[src/rtl/alu.sv]
// Single-cycle registered RV32 integer ALU: ADD/SUB, shifts, compares, logic ops.
// Optional registered signed-overflow flag when ALU_OVERFLOW_FLAG_EN is defined.
module alu (
    input  logic        clk,
    input  logic        rst,
    input  logic        valid_in,
    input  logic [31:0] operand1,
    input  logic [31:0] operand2,
    input  logic [2:0]  ALUControl,
    input  logic [2:0]  funct3,
    input  logic [6:0]  funct7,
    output logic [31:0] result,
    output logic        zero,
`ifdef ALU_OVERFLOW_FLAG_EN
    output logic        overflow,
`endif
    output logic        valid_out
);

    typedef enum logic [2:0] {
        OP_ADDSUB = 3'b000,
        OP_SLL    = 3'b001,
        OP_SLT    = 3'b010,
        OP_SLTU   = 3'b011,
        OP_XOR    = 3'b100,
        OP_SRX    = 3'b101,
        OP_OR     = 3'b110,
        OP_AND    = 3'b111
    } alu_op_e;

    alu_op_e     op;
    logic        alt;
    logic        do_sub;
    logic [31:0] b_eff;
    logic [32:0] sum;
    logic        lt_u;
    logic        lt_s;
    logic [4:0]  shamt;
    logic [31:0] sll_res;
    logic [31:0] srx_res;
    logic [31:0] alu_res;
    logic        add_ovf;

    // funct3 and the non-decoded funct7 bits are carried for completeness only.
    logic unused_inputs;
    assign unused_inputs = ^{funct3, funct7[6], funct7[4:0]};

    assign op    = alu_op_e'(ALUControl);
    assign alt   = funct7[5];
    assign shamt = operand2[4:0];

    // One shared adder: compares always subtract, so their flags come from the borrow/sign.
    always_comb begin
        do_sub = (op == OP_ADDSUB) ? alt : 1'b1;
        b_eff  = do_sub ? ~operand2 : operand2;
        sum    = {1'b0, operand1} + {1'b0, b_eff} + {32'd0, do_sub};
        lt_u   = ~sum[32];
        lt_s   = (operand1[31] ^ operand2[31]) ? operand1[31] : sum[31];
        add_ovf = (operand1[31] == b_eff[31]) && (sum[31] != operand1[31]);
    end

    always_comb begin
        sll_res = operand1 << shamt;
        if (alt) begin
            srx_res = $unsigned($signed(operand1) >>> shamt);
        end else begin
            srx_res = operand1 >> shamt;
        end
    end

    always_comb begin
        alu_res = 32'd0;
        unique case (op)
            OP_ADDSUB: alu_res = sum[31:0];
            OP_SLL:    alu_res = sll_res;
            OP_SLT:    alu_res = {31'd0, lt_s};
            OP_SLTU:   alu_res = {31'd0, lt_u};
            OP_XOR:    alu_res = operand1 ^ operand2;
            OP_SRX:    alu_res = srx_res;
            OP_OR:     alu_res = operand1 | operand2;
            OP_AND:    alu_res = operand1 & operand2;
            default:   alu_res = 32'd0;
        endcase
    end

    logic [31:0] result_d, result_q;
    logic        zero_d, zero_q;
    logic        valid_d, valid_q;

    // Outputs hold when no operation is issued; zero tracks the registered result.
    always_comb begin
        result_d = result_q;
        zero_d   = zero_q;
        valid_d  = valid_in;
        if (valid_in) begin
            result_d = alu_res;
            zero_d   = (alu_res == 32'd0);
        end
    end

    always_ff @(posedge clk) begin
        if (rst) begin
            result_q <= 32'd0;
            zero_q   <= 1'b1;
            valid_q  <= 1'b0;
        end else begin
            result_q <= result_d;
            zero_q   <= zero_d;
            valid_q  <= valid_d;
        end
    end

    assign result    = result_q;
    assign zero      = zero_q;
    assign valid_out = valid_q;

`ifdef ALU_OVERFLOW_FLAG_EN
    logic overflow_d, overflow_q;

    always_comb begin
        overflow_d = overflow_q;
        if (valid_in) begin
            overflow_d = (op == OP_ADDSUB) && add_ovf;
        end
    end

    always_ff @(posedge clk) begin
        if (rst) begin
            overflow_q <= 1'b0;
        end else begin
            overflow_q <= overflow_d;
        end
    end

    assign overflow = overflow_q;
`else
    logic unused_ovf;
    assign unused_ovf = add_ovf;
`endif

endmodule

[config.mk]
export PLATFORM = sky130hd
export DESIGN_NAME = alu
export DESIGN_NICKNAME = d
export VERILOG_FILES = /design/src/rtl/alu.sv
export SDC_FILE = /design/constraint.sdc
export NUM_CORES = 1
export LEC_CHECK = 0
export BUFFER_PORTS_ARGS = -buffer_cell sky130_fd_sc_hd__buf_2
export CORE_MARGIN = 2
export CORE_UTILIZATION = 50
export DETAILED_ROUTE_END_ITERATION = 10
export PLACE_DENSITY = 0.7
export SYNTH_ARGS = -nofsm -noshare
export SYNTH_HDL_FRONTEND = slang
export SYNTH_SLANG_ARGS = --single-unit
[constraint.sdc]
create_clock -name clk -period 6.09 [get_ports clk]
set_input_delay 0.9135 -clock clk [delete_from_list [all_inputs] [get_ports clk]]
set_output_delay 0.9135 -clock clk [all_outputs]
set_load 0.03 [all_outputs]
==> impl_metrics.yaml <==
power:
  p_leak_nw: 4.558
  powerDensity_mw_per_mm2: 141.3
  finalPower_w: 0.001502
  ir_worst_vdd_mv: 0.09683
sta:
  fin_tns_setup_ns: 0
  fmax_mhz: 203.7
  slew_viol_final: 0
  finalSetupViolations: 0
  skew_ns: 0
  fin_crit_sh_pct: 80.61
  hold_ws_ns: 0.4596
  worst_pin_slew_ns: 0.9947
  rsz0062_at_grt: "false"
  slew_headroom_pct: 32.99
  finalCriticalPeriod_ns: 4.909
  hold_viol: 0
global_route:
  grt.overflow.total: 0
  grt_pass1_wl_mm: 63.29
  antenna_found_initial: 1
  gr-usage-all-layers_pct: 40.93
  grt_pass1_vias: 9928
  grt_max_degree: 52
critical_path:
  critPathMaxFanout: 48
  r2r_cells: 2
  end_kind: "flop"
  timing.rr.start: "result[29]"
  start_kind: "input pin"
  r2r_slack_ns: 5.32
  cp.arrival_ns: 5.11
  required_ns: 6.29
  reg2reg_to: "result[29]"
  crit_start: "operand2[0]"
  path_class: "input pin to flop"
drt:
  vias: 11110
  first_iter_violations: 1291
  totalWireLength_mm: 43.41
  dr.pass1.iters: 6
  postRouteAntennaNets: 0
  viasPerCell: 6.906
  drc: 0
  wl_per_cell_um: 26.98
clocking:
  cts_buffers: 5
  clk_pin_slew_ns: 0.05
  clk-insertion-delay-late_ns: 0.28
  cts_setup_buffers: 0
  cts_sinks: 34
  postCtsHoldBufs: 0
  root_buffer: "clkbuf_16"
  h-tree-depth: 2
  cts-resized-gates: 0
  cts_buffer_depth: 2
  cts_tree: "done"
logic_synthesis:
  synthArstFlopShare_pct: 0
  ys_ff_latch: 34
  yosysMostFrequentCell: "nor2_1"
  syn-cell-area_mm2: 0.009849
  syn_nets: 1489
  seq_area_frac_synth_pct: 6.911
  synth_area_leaders: "ha_1 12%, mux4_2 8.9%, mux2i_1 7.2%"
  synth_ff_type: "dfxtp_1"
  netlist_instances: 1312
  yosysTopAreaCell: "ha_1"
  ys_types: 82
  synthTopCellsByCount: "120 x nor2_1, 118 x nand2_1, 96 x ha_1"
  synth_enable_flop_cells: 0
  syn_avg_cell_area_um2: 7.507
  synth_top_area_share_pct: 12.20
  yosysWarnings: 0
min_path:
  worstHoldStart: "result[15]"
  whs_path_depth: 2
  holdPathEnd: "result[15]"
  hp-class: "flop to flop"
floorplan:
  design.core.area_mm2: 0.01940
  die_w_um: 144.4
  pin_count: 114
  start_util_pct: 50.77
  row_count: 51
  chipHeight_um: 144.4
  dieArea_mm2: 0.02084
finish:
  antenna_cells: 0
  syn2layout_area_growth_pct: 7.902
  multiInputGateArea_mm2: 0.008386
  fin_nets: 1520
  seq_area_um2: 680.7
  n_fill_cell: 1960
  drive_above_1_share_pct: 16.82
outcome:
  outcome: "completed"
job:
  maxCapViolCount: 0
placement:
  port_buffers: 104
  gp_congestion: 1.091
  dpl.hpwl_mm: 34.18
## per-layer routing
metal	vias up	share of wire (%)	global-route usage, %
met2	650	43	61.59
li1	5000	-	-
met5	-	0.030	0
met3	123	11	10.07
met4	2	5.4	17.07
met1	5337	41	55.85
## worst max-delay path, cell delays in order
cell	delay (ns)
buf_4	0.56
buf_4	0.39
mux2i_1	0.39
mux4_2	0.34
mux2i_1	0.08
o221ai_1	0.45
o311ai_0	0.37
a2111oi_0	0.43
nand4_1	0.19
nor4_1	0.52
nand4b_1	0.19
o31ai_2	0.23
## logic make-up (layout without fill, tap and decap cells)
| family | Yosys count | after routing | share of synthesized area [%] |
|---|---|---|---|
| XOR/XNOR | 43 | 43 | 3.824 |
| AO/OA/AOI/OAI | 407 | 407 | 28.48 |
| buffers and inverters | 193 | 225 | 8.092 |
| multiplexers | 143 | 143 | 21.35 |
| adder cells (fa/ha/maj) | 97 | 97 | 12.40 |
| AND/OR/NAND/NOR | 395 | 395 | 18.94 |
| flip-flops | 34 | 34 | 6.911 |
## area by class of cell
type | count | share of cell area (%)
inverters | 77 | 2.720
flip-flops and latches | 34 | 6.405
multi-input cells | 1085 | 78.90
clock buffers | 7 | 1.342
repair buffers | 140 | 7.464
clock inverters | 1 | 0.04709
well taps | 265 | 3.120
## sequential cells by signal, summed over array words and instances (netlist names)
| signal | flops |
|---|---|
| zero | 1 |
| result | 32 |
| valid_out | 1 |
## how the worst max path moves through the flow
stage / cells after the start / end
global placement: 14 / zero
detailed placement: 14 / zero
global route: 15 / zero
CTS: 14 / zero
finish: 12 / zero
floorplan: 16 / zero
## where the power goes
group	switching [W]	internal [W]
clock	0.0000955	0.000162
combinational	0.000643	0.000353
sequential	0.00000829	0.000240
## metrics by stage
| step | setup slack [ns] | std cells | util [%] | area [µm²] |
|---|---|---|---|---|
| floorplan | 1.320 | 1312 | - | 9849 |
| detailed placement | 1.008 | 1601 | 54.02 | 10480 |
| global route | 0.8873 | 1609 | 54.79 | 10630 |
| finish | 1.181 | 1609 | 54.79 | 10630 |
| global placement | 1.033 | 1601 | 54.02 | 10480 |
| CTS | 1.287 | 1609 | 54.79 | 10630 |
## placed cells by master (no fill, tap or decap), drive strengths merged, types with 13 or more instances in the layout
cell type,instances
and3,13
mux2,24
o211ai,33
xnor2,38
a211oi,44
inv,77
a21oi,81
mux2i,71
mux4,48
ha,96
a22oi,13
buf,140
nor3,32
o21ai,77
dfxtp,34
nand3,19
o21a,13
nand4,13
nand2,118
nor2,120
(Power assumes the default switching activity.)
